### src/rtl/alu_multicycle.sv
// Multi-cycle ALU: registered outputs with a valid/ready handshake.
// Most opcodes finish one cycle after they are accepted. MUL (shift-add)
// and DIV (restoring) iterate for WIDTH cycles in a shared work register.
module alu_multicycle #(
  parameter  int WIDTH = 32,
  localparam int SHW   = $clog2(WIDTH)
) (
  input  logic               clk,
  input  logic               rst_n,
  input  logic [WIDTH-1:0]   A,
  input  logic [WIDTH-1:0]   B,
  input  logic [4:0]         ALU_Select,
  input  logic               in_valid,
  output logic               in_ready,
  output logic [2*WIDTH-1:0] ALU_Out,
  output logic               out_valid,
  input  logic               out_ready,
  output logic               CarryOut,
  output logic               Zero,
  output logic               Overflow,
  output logic               Error
);

  localparam logic [4:0] OP_ADD  = 5'd0,  OP_SUB  = 5'd1,  OP_MUL  = 5'd2,  OP_DIV  = 5'd3;
  localparam logic [4:0] OP_AND  = 5'd4,  OP_OR   = 5'd5,  OP_XOR  = 5'd6,  OP_NOR  = 5'd7;
  localparam logic [4:0] OP_NAND = 5'd8,  OP_XNOR = 5'd9,  OP_SLL  = 5'd10, OP_SRL  = 5'd11;
  localparam logic [4:0] OP_SRA  = 5'd12, OP_ROL  = 5'd13, OP_ROR  = 5'd14, OP_SLT  = 5'd15;
  localparam logic [4:0] OP_SLTU = 5'd16, OP_NOT  = 5'd17, OP_PASS = 5'd18;

  typedef enum logic [1:0] {IDLE, BUSY, DONE} state_t;

  state_t               state_q, state_d;
  logic [SHW-1:0]       cnt_q, cnt_d;
  logic [4:0]           op_q, op_d;
  logic [WIDTH-1:0]     b_q, b_d;
  logic [2*WIDTH-1:0]   work_q, work_d;
  logic [2*WIDTH-1:0]   out_q, out_d;
  logic                 carry_q, carry_d, ovf_q, ovf_d, err_q, err_d, zero_q, zero_d;

  logic                 accept;
  logic                 load;
  logic [SHW-1:0]       sh;
  logic [WIDTH:0]       add_ext, sub_ext;
  logic [WIDTH-1:0]     sra_res, rol_res, ror_res;
  logic [2*WIDTH-1:0]   op_res;
  logic                 op_c, op_v, op_e;
  logic [WIDTH:0]       mul_sum;
  logic [WIDTH:0]       div_shift, div_diff;
  logic [2*WIDTH-1:0]   step_next;

  assign sh      = B[SHW-1:0];
  assign add_ext = {1'b0, A} + {1'b0, B};
  assign sub_ext = {1'b0, A} - {1'b0, B};
  assign sra_res = $signed(A) >>> sh;
  // Shift by WIDTH yields zero, so a zero rotate amount degenerates cleanly.
  assign rol_res = (A << sh) | (A >> ((SHW+1)'(WIDTH) - {1'b0, sh}));
  assign ror_res = (A >> sh) | (A << ((SHW+1)'(WIDTH) - {1'b0, sh}));

  // Single-cycle datapath, evaluated straight from the request inputs.
  always_comb begin
    op_res = '0;
    op_c   = 1'b0;
    op_v   = 1'b0;
    op_e   = 1'b0;
    case (ALU_Select)
      OP_ADD: begin
        op_res = {{(WIDTH-1){1'b0}}, add_ext};
        op_c   = add_ext[WIDTH];
        op_v   = (A[WIDTH-1] == B[WIDTH-1]) && (add_ext[WIDTH-1] != A[WIDTH-1]);
      end
      OP_SUB: begin
        op_res = {{WIDTH{1'b0}}, sub_ext[WIDTH-1:0]};
        op_c   = sub_ext[WIDTH];
        op_v   = (A[WIDTH-1] != B[WIDTH-1]) && (sub_ext[WIDTH-1] != A[WIDTH-1]);
      end
      OP_MUL:  op_res = '0;  // always iterates, never loaded from here
      OP_DIV: begin          // only loaded from here when B is zero
        op_res = {A, {WIDTH{1'b1}}};
        op_e   = 1'b1;
      end
      OP_AND:  op_res = {{WIDTH{1'b0}}, A & B};
      OP_OR:   op_res = {{WIDTH{1'b0}}, A | B};
      OP_XOR:  op_res = {{WIDTH{1'b0}}, A ^ B};
      OP_NOR:  op_res = {{WIDTH{1'b0}}, ~(A | B)};
      OP_NAND: op_res = {{WIDTH{1'b0}}, ~(A & B)};
      OP_XNOR: op_res = {{WIDTH{1'b0}}, ~(A ^ B)};
      OP_SLL:  op_res = {{WIDTH{1'b0}}, A << sh};
      OP_SRL:  op_res = {{WIDTH{1'b0}}, A >> sh};
      OP_SRA:  op_res = {{WIDTH{1'b0}}, sra_res};
      OP_ROL:  op_res = {{WIDTH{1'b0}}, rol_res};
      OP_ROR:  op_res = {{WIDTH{1'b0}}, ror_res};
      OP_SLT:  op_res = {{(2*WIDTH-1){1'b0}}, $signed(A) < $signed(B)};
      OP_SLTU: op_res = {{(2*WIDTH-1){1'b0}}, A < B};
      OP_NOT:  op_res = {{WIDTH{1'b0}}, ~A};
      OP_PASS: op_res = {{WIDTH{1'b0}}, B};
      default: op_e   = 1'b1;
    endcase
  end

  // One iteration of MUL or DIV. Both keep {high, low} in work_q:
  // MUL holds {partial product, remaining multiplier bits},
  // DIV holds {partial remainder, dividend bits shifting into quotient}.
  always_comb begin
    mul_sum   = {1'b0, work_q[2*WIDTH-1:WIDTH]} + (work_q[0] ? {1'b0, b_q} : '0);
    div_shift = work_q[2*WIDTH-1:WIDTH-1];
    div_diff  = div_shift - {1'b0, b_q};
    step_next = {mul_sum, work_q[WIDTH-1:1]};
    if (op_q == OP_DIV) begin
      if (!div_diff[WIDTH]) step_next = {div_diff[WIDTH-1:0], work_q[WIDTH-2:0], 1'b1};
      else                  step_next = {div_shift[WIDTH-1:0], work_q[WIDTH-2:0], 1'b0};
    end
  end

  // Handshake, state transitions and output loading.
  always_comb begin
    state_d = state_q;
    cnt_d   = cnt_q;
    op_d    = op_q;
    b_d     = b_q;
    work_d  = work_q;
    out_d   = out_q;
    carry_d = carry_q;
    ovf_d   = ovf_q;
    err_d   = err_q;
    zero_d  = zero_q;
    load    = 1'b0;

    in_ready = (state_q == IDLE) || ((state_q == DONE) && out_ready);
    accept   = in_valid && in_ready;

    case (state_q)
      BUSY: begin
        work_d = step_next;
        cnt_d  = cnt_q + 1'b1;
        if (cnt_q == SHW'(WIDTH-1)) begin
          state_d = DONE;
          out_d   = step_next;
          carry_d = 1'b0;
          ovf_d   = 1'b0;
          err_d   = 1'b0;
          load    = 1'b1;
        end
      end
      DONE:    if (out_ready) state_d = IDLE;
      default: state_d = state_q;
    endcase

    // A new request may start in IDLE or on the same edge DONE is consumed.
    if (accept) begin
      op_d = ALU_Select;
      b_d  = B;
      if ((ALU_Select == OP_MUL) || ((ALU_Select == OP_DIV) && (B != '0))) begin
        state_d = BUSY;
        cnt_d   = '0;
        work_d  = {{WIDTH{1'b0}}, A};
      end else begin
        state_d = DONE;
        out_d   = op_res;
        carry_d = op_c;
        ovf_d   = op_v;
        err_d   = op_e;
        load    = 1'b1;
      end
    end

    if (load) zero_d = (out_d == '0);
  end

  // State and output registers; reset abandons any iteration in progress.
  always_ff @(posedge clk) begin
    if (!rst_n) begin
      state_q <= IDLE;
      cnt_q   <= '0;
      op_q    <= '0;
      b_q     <= '0;
      work_q  <= '0;
      out_q   <= '0;
      carry_q <= 1'b0;
      ovf_q   <= 1'b0;
      err_q   <= 1'b0;
      zero_q  <= 1'b0;
    end else begin
      state_q <= state_d;
      cnt_q   <= cnt_d;
      op_q    <= op_d;
      b_q     <= b_d;
      work_q  <= work_d;
      out_q   <= out_d;
      carry_q <= carry_d;
      ovf_q   <= ovf_d;
      err_q   <= err_d;
      zero_q  <= zero_d;
    end
  end

  assign out_valid = (state_q == DONE);
  assign ALU_Out   = out_q;
  assign CarryOut  = carry_q;
  assign Overflow  = ovf_q;
  assign Error     = err_q;
  assign Zero      = zero_q;

endmodule

### config.mk
export PLATFORM = sky130hd
export DESIGN_NAME = alu_multicycle
export DESIGN_NICKNAME = d
export VERILOG_FILES = /design/src/rtl/alu_multicycle.sv
export SDC_FILE = /design/constraint.sdc
export NUM_CORES = 1
export LEC_CHECK = 0
export ABC_AREA = 1
export CORE_MARGIN = 2
export CORE_UTILIZATION = 35
export DETAILED_ROUTE_END_ITERATION = 6
export PLACE_DENSITY = 0.49
export SKIP_LAST_GASP = 1
export SLEW_MARGIN = 20
export SYNTH_ARGS = -nofsm -noshare
export SYNTH_HDL_FRONTEND = slang
export SYNTH_SLANG_ARGS = --single-unit
### constraint.sdc
create_clock -name clk -period 3.9 [get_ports clk]
set_input_delay 0.585 -clock clk [delete_from_list [all_inputs] [get_ports clk]]
set_output_delay 0.585 -clock clk [all_outputs]
set_load 0.02 [all_outputs]
# Yosys cells after proc, flatten, opt, wreduce, memory -nomap -nowiden
# Index checks and enable logic that the tools add are counted.
# word_totals
register_bits,176
in_bits,73
word_cells,112
# op_classes
add_sub_neg,6
n_lt_le_gt_ge,2
eq_ne,28
shift,5
mux,38
n_bitwise,9
n_reduce_logical,14
# op_table
op,count
64-bit case mux with 18 select lines,1
64-bit 2-to-1 mux,9
32-bit NOT,4
32-bit bitwise OR,3
32-bit by 32-bit adder with 33-bit output,2
64-bit zero test,1
32-bit < comparator,2
"5-bit by 4-bit == test with 1-bit output, second input constant",8
32-bit by 32-bit subtractor with 33-bit output,1
33-bit by 32-bit subtractor with 33-bit output,1
32-bit AND,1
32-bit 2-to-1 mux,1
32-bit nonzero test,1
32-bit by 5-bit left shift with 32-bit output,1
32-bit by 6-bit left shift with 32-bit output,1
32-bit by 5-bit >> shifter with 32-bit output,1
32-bit by 6-bit >> shifter with 32-bit output,1
32-bit by 5-bit >>> shifter with 32-bit output,1
32-bit XOR,1
"5-bit by 3-bit == test with 1-bit output, second input constant",4
"5-bit == test, second input constant",4
18-bit OR reduction,1
1-bit 2-to-1 mux,17
"5-bit by 2-bit == test with 1-bit output, second input constant",3
other kinds (19),32

# Depth between registers and ports, before layout
# depth
ltp_word,8
depth_mapped,30
ltp_nobuf,27

# Worst setup path after synthesis
# No wires, ideal clock.
# synth_timing
path_kind,input -> register
start,input port B[4]
end,"register zero_q, in the netlist Zero"
setup_time_ps,70
t_arrival_ps,3428
setup_slack_ps,402
stages,25
path_buffers,4
path_cell_list,buf_2 > inv_2 > clkbuf_1 > buf_1 > ha_1 > buf_2 > a21oi_1 > nor2_1 > nor2_1 > nand2_1 > nand2_1 > nand2_1 > nand2_1 > nand3_1 > nand3_1 > nand2_1 > o21ai_1 > nand2_1 > nor2_1 > nand2_1 > nor2_1 > nand2_1 > nor2_1 > nand3_1 > a21oi_1
# synth_via
elab_chain_cells,7
# synth_lines
item,line_no,source
"start, declared",11,"input logic [WIDTH-1:0] B,"
6-bit by 5-bit subtractor with 6-bit output,"56, 57",
32-bit by 6-bit left shift with 32-bit output or 32-bit by 6-bit >> shifter with 32-bit output (tied branches),"57, 56",
32-bit bitwise OR (on tied branches),"57, 56",
64-bit case mux with 18 select lines,65,case (ALU_Select)
64-bit 2-to-1 mux,152,if ((ALU_Select == OP_MUL) || ((ALU_Select == OP_DIV) && (B != '0))) begin
64-bit 2-to-1 mux,149,if (accept) begin
64-bit zero test,166,if (load) zero_d = (out_d == '0);
"end signal, assigned",192,zero_q <= zero_d;
"end, declared",38,"logic carry_q, carry_d, ovf_q, ovf_d, err_q, err_d, zero_q, zero_d;"
# Parallel ways exist; a longest one is shown, timed or not.
# A chain may end at the register's enable or synchronous reset.

# Worst setup path in the final report
# layout_timing
start,input port A[4]
end,"register zero_q, in the netlist Zero"
# layout_via
elab_chain_cells,6
# layout_lines
item,line_no,source
"start, declared",10,"input logic [WIDTH-1:0] A,"
branches (longest 2 deep; another with 32-bit by 32-bit subtractor with 33-bit output),--,
64-bit case mux with 18 select lines *,65,
64-bit 2-to-1 mux *,152,
64-bit 2-to-1 mux *,149,
64-bit zero test *,166,
# Mark *: on every way between the ends.

==> impl_summary.log <==
INFO  metric routed-via-count = 42.0k
INFO  metric power.share.switching = 47.8%
INFO  metric power.sequential.fraction = 21.9%
INFO  metric clock_tree_from_tritoncts = done
INFO  metric cts_htree_levels = 4
INFO  metric worst_clock_skew = 0.0142 ns
INFO  metric floorplan.io_pins = 143
INFO  metric finalCritPeriodShare = 98.9%
INFO  metric cts_setup_buffers = 0
INFO  metric cp-start-kind = input pin
INFO  metric design.die.area = 0.0846 mm2
INFO  metric crit_path_max_fanout = 7
INFO  metric path_clk_slew = 0.08 ns
INFO  metric use_met2 = 69.0%
INFO  metric maximum_buffer_depth_of_the_clock_tree = 2
INFO  metric areaGrowthSynthToFinish = 35.7%
INFO  metric share_clk_of_total_power = 20.6%
INFO  metric reg2reg_depth = 26
INFO  metric post_cts_hold_buffer_count = 0
INFO  metric tightest_slew = 0.923 ns
INFO  metric hold_viol_final = 0
INFO  metric synth_edf_count = 0
INFO  metric core = 0.0817 mm2
INFO  metric layout.core_utilization = 47.8%
INFO  metric largest_stage_delay_on_the_critical_path = 0.42 ns
INFO  metric grt_util_met3 = 7.66%
INFO  metric avgRoutedWirePerCell = 25.9 um
INFO  metric antenna_violations_before_repair = 13
INFO  metric busiest_layer = met2
INFO  metric synth_area_leader_cell = nand2_1
INFO  metric final_layout_size_suffix_gt1_share = 18.6%
INFO  metric worst_skew_late_latency = 0.48 ns
INFO  metric slew_viol_final = 0
INFO  metric timing.critical_path.mode_cell = nand2_1
INFO  metric cts.sinks = 176
INFO  metric pin_count_of_the_biggest_net_entering_global_routing = 76
INFO  metric power_density_of_the_placed_cells = 231 mW/mm2
INFO  metric crit_cells = 22
INFO  metric critical_path.slowest_cell = clkdlybuf4s50_1
INFO  metric die_x = 291 um
INFO  metric ant_nets = 0
INFO  metric timing.critical_path.to_type = flip-flop
INFO  metric worstPathArrival = 4.26 ns
INFO  metric die_height = 291 um
INFO  metric crit_path_cell_trace = clkdlybuf4s50_1 > inv_1 > buf_4 > nand2_1 > nand3_1 > nand2_1 > nand2_1 > nand2_1 > nand3_1 > nand3_1 > buf_4 > nor2_1 > nand4_1 > nand2_2 > nand2_1 > nor2_1 > nand2_1 > nor2_1 > nand2_1 > nor2_1 > nand3_1 > a21oi_1
INFO  metric initial_utilization = 35.2%
INFO  metric ir_drop = 0.000354 V
INFO  metric cellInternalPower = 4710 uW
INFO  metric grt_pass1_vias = 39.0k
INFO  metric syn_avg_cell_area = 5.18 um2
INFO  metric dpl-instance-area = 0.0380 mm2
INFO  metric grt_usage = 44.4%
INFO  metric min_delay_path_depth = 2
INFO  metric fmax = 0.259 GHz
INFO  metric timing.hold.worst.class = flip-flop to flip-flop
INFO  metric mappedNetlistArea = 0.0288 mm2
INFO  metric hold_slack = 0.473 ns
INFO  metric syn_inst = 5565
INFO  metric final_area = 0.0391 mm2
INFO  metric timing.critical_path.max_delay_family = simple AND/OR/NAND/NOR gates
INFO  metric core.rowCount = 105
INFO  metric route.detailed.vias_per_inst = 5.59
INFO  metric critical_path_start_end_classification = input pin to flip-flop
INFO  metric gpl.final_weighted_congestion = 1.10
INFO  metric report.final.setup_viol = 0
INFO  metric yosys_register_bits = 176
INFO  metric timing.critical_path.buf_inv = 4
INFO  metric cts_inserted_buffers = 17
INFO  metric nFillCells = 9157
INFO  metric worst-endpoint-required = 4.31 ns
INFO  metric outcome = completed
INFO  metric synth-async-reset-ratio = 0%
INFO  metric synth_sequential_area_ratio = 12.2%
INFO  metric final_wirelength = 194000 um
INFO  metric globalRouteOverflowTotal = 0
INFO  metric grt_pass1_wl = 273000 um
INFO  metric grt_util_met1 = 54.4%
INFO  metric synth_top_area_share = 23.7%
INFO  metric most_frequent_cells_in_the_layout = 1787 x nand2_1, 921 x buf_4, 907 x nand3_1
INFO  metric register_area = 0.00352 mm2
INFO  metric synth_fp_nets = 5806
INFO  metric fin_setup_tns = 0 ns
INFO  metric post-route-min-period = 3.86 ns
INFO  metric yosys_most_used_dff = dfxtp_1
INFO  metric synthDistinctLibCells = 55
INFO  metric final_net_count = 6664
INFO  metric combPwrFrac = 57.5%
INFO  metric dp.final_hpwl = 163000 um
INFO  metric total_power = 9020 uW
INFO  metric yosysWarningCount = 0
INFO  metric route.detailed.drc = 0
INFO  metric max-cap-violations = 0
INFO  metric place.port_buffers = 142
INFO  metric first_pass_iters = 7
INFO  metric cts_root_buffer = clkbuf_16
INFO  metric max-slew-margin-rel = 38.3%
INFO  metric multi_input_comb_area = 0.0220 mm2
INFO  metric most_common_library_cell_in_the_layout_ignoring_fill_and_taps = nand2_1
INFO  metric p_sw = 4320 uW
INFO  metric detail_route.iter0.violations = 4903
INFO  metric static-leakage-power = 0.0208 uW
INFO  metric synth_top_cells_by_area = nand2_1 24%, nand3_1 16%, dfxtp_1 12%
## routing by layer
layer	vias to the layer above	share of wire, %
li1	19800	-
met1	19400	39
met2	2191	43
met3	558	8.5
met4	22	9.6
met5	-	0.081
## kinds of logic after synthesis
kind of cell | share of synthesized area [%]
muxes | 0.765
DFF | 12.2
and+or+nand+nor | 51.8
xor gates and xnor gates | 0.608
adders and majority gates | 7.40
AOI/OAI and AO/OA | 14.1
buffers and inverters | 13.1
## cells in the mapped netlist (7+ instances only)
master / instances
a211oi_1: 41
a21oi_1: 316
and2_1: 12
buf_1: 35
buf_2: 102
buf_4: 17
buf_6: 9
clkbuf_1: 98
dfxtp_1: 176
ha_1: 164
inv_1: 648
inv_2: 22
mux2i_1: 22
nand2_1: 1819
nand2_2: 10
nand2_4: 7
nand3_1: 917
nand3b_1: 43
nand4_1: 72
nor2_1: 541
nor3_1: 33
nor4_1: 9
o211ai_1: 29
o21ai_0: 265
o21ai_1: 34
o21bai_1: 19
or2_2: 17
xnor2_1: 15
## power by group through the flow
stage / logic [uW] / clock network [uW] / registers [uW]
detailed placement: 4930 / 0 / 2020
CTS: 4960 / 1870 / 1980
finish: 5190 / 1860 / 1980
global route: 5500 / 1920 / 1980
floorplan: 2400 / 0 / 2030
global placement: 4950 / 0 / 2020
## stage by stage
stage          std cells  setup slack (ns)
2_1_floorplan       5565             0.402
3_3_place_gp        7474            -0.769
3_5_place_dp        7474            -0.670
4_1_cts             7506            0.0228
5_1_grt             7510           -0.0522
6_report            7516            0.0429
## path summary, 6_finish.rpt
path | startpoint | end | slack, ns
hold reg to reg | cnt_q[4] | cnt_q[4] | 0.47
setup / recovery | A[4] | Zero | 0.04
hold / removal | cnt_q[4] | cnt_q[4] | 0.47
setup reg to reg | work_q[31] | Zero | 0.26
## cell type report
class	count	share of cell area [%]
clock inverter	14	0.442
inverter	676	6.51
tap	1070	3.43
multi-input combinational	4451	56.2
clock buffer	18	1.12
timing repair buffer	1101	23.2
antenna	10	0.0640
sequential	176	9.02
## state kept, by name, indices dropped and copies added, names as in the netlist
name and cells:
ALU_Out 64, CarryOut 1, Error 1, Overflow 1, Zero 1, b_q 32, cnt_q 5, op_q 5
state_q 2, work_q 64
## timing repair
action	in CTS	in global routing
pin swaps	2	14
gates resized for setup	11	137
endpoints found under the hold margin	0	0
endpoints found under the setup margin	1	3
## worst register-to-register path, cell delays in order (launching register included)
cell and delay, ns:
dfxtp_1 0.32, inv_1 0.12, ha_1 0.18, inv_1 0.07
fa_1 0.39, nand2_1 0.08, nand2_1 0.14, nand3_1 0.14
nand2_2 0.06, nand2_1 0.07, nand2_2 0.10, nand2_4 0.11
nand3_4 0.08, nand2_4 0.16, buf_4 0.20, nand2_1 0.11
nand3_1 0.12, nand3_1 0.23, nand2_1 0.16, nand2_1 0.07
inv_1 0.06, nand2_1 0.04, nor2_1 0.10, nand2_1 0.08
nor2_2 0.16, nand3_1 0.09, a21oi_1 0.13
Power figures use the tool's default switching activity.
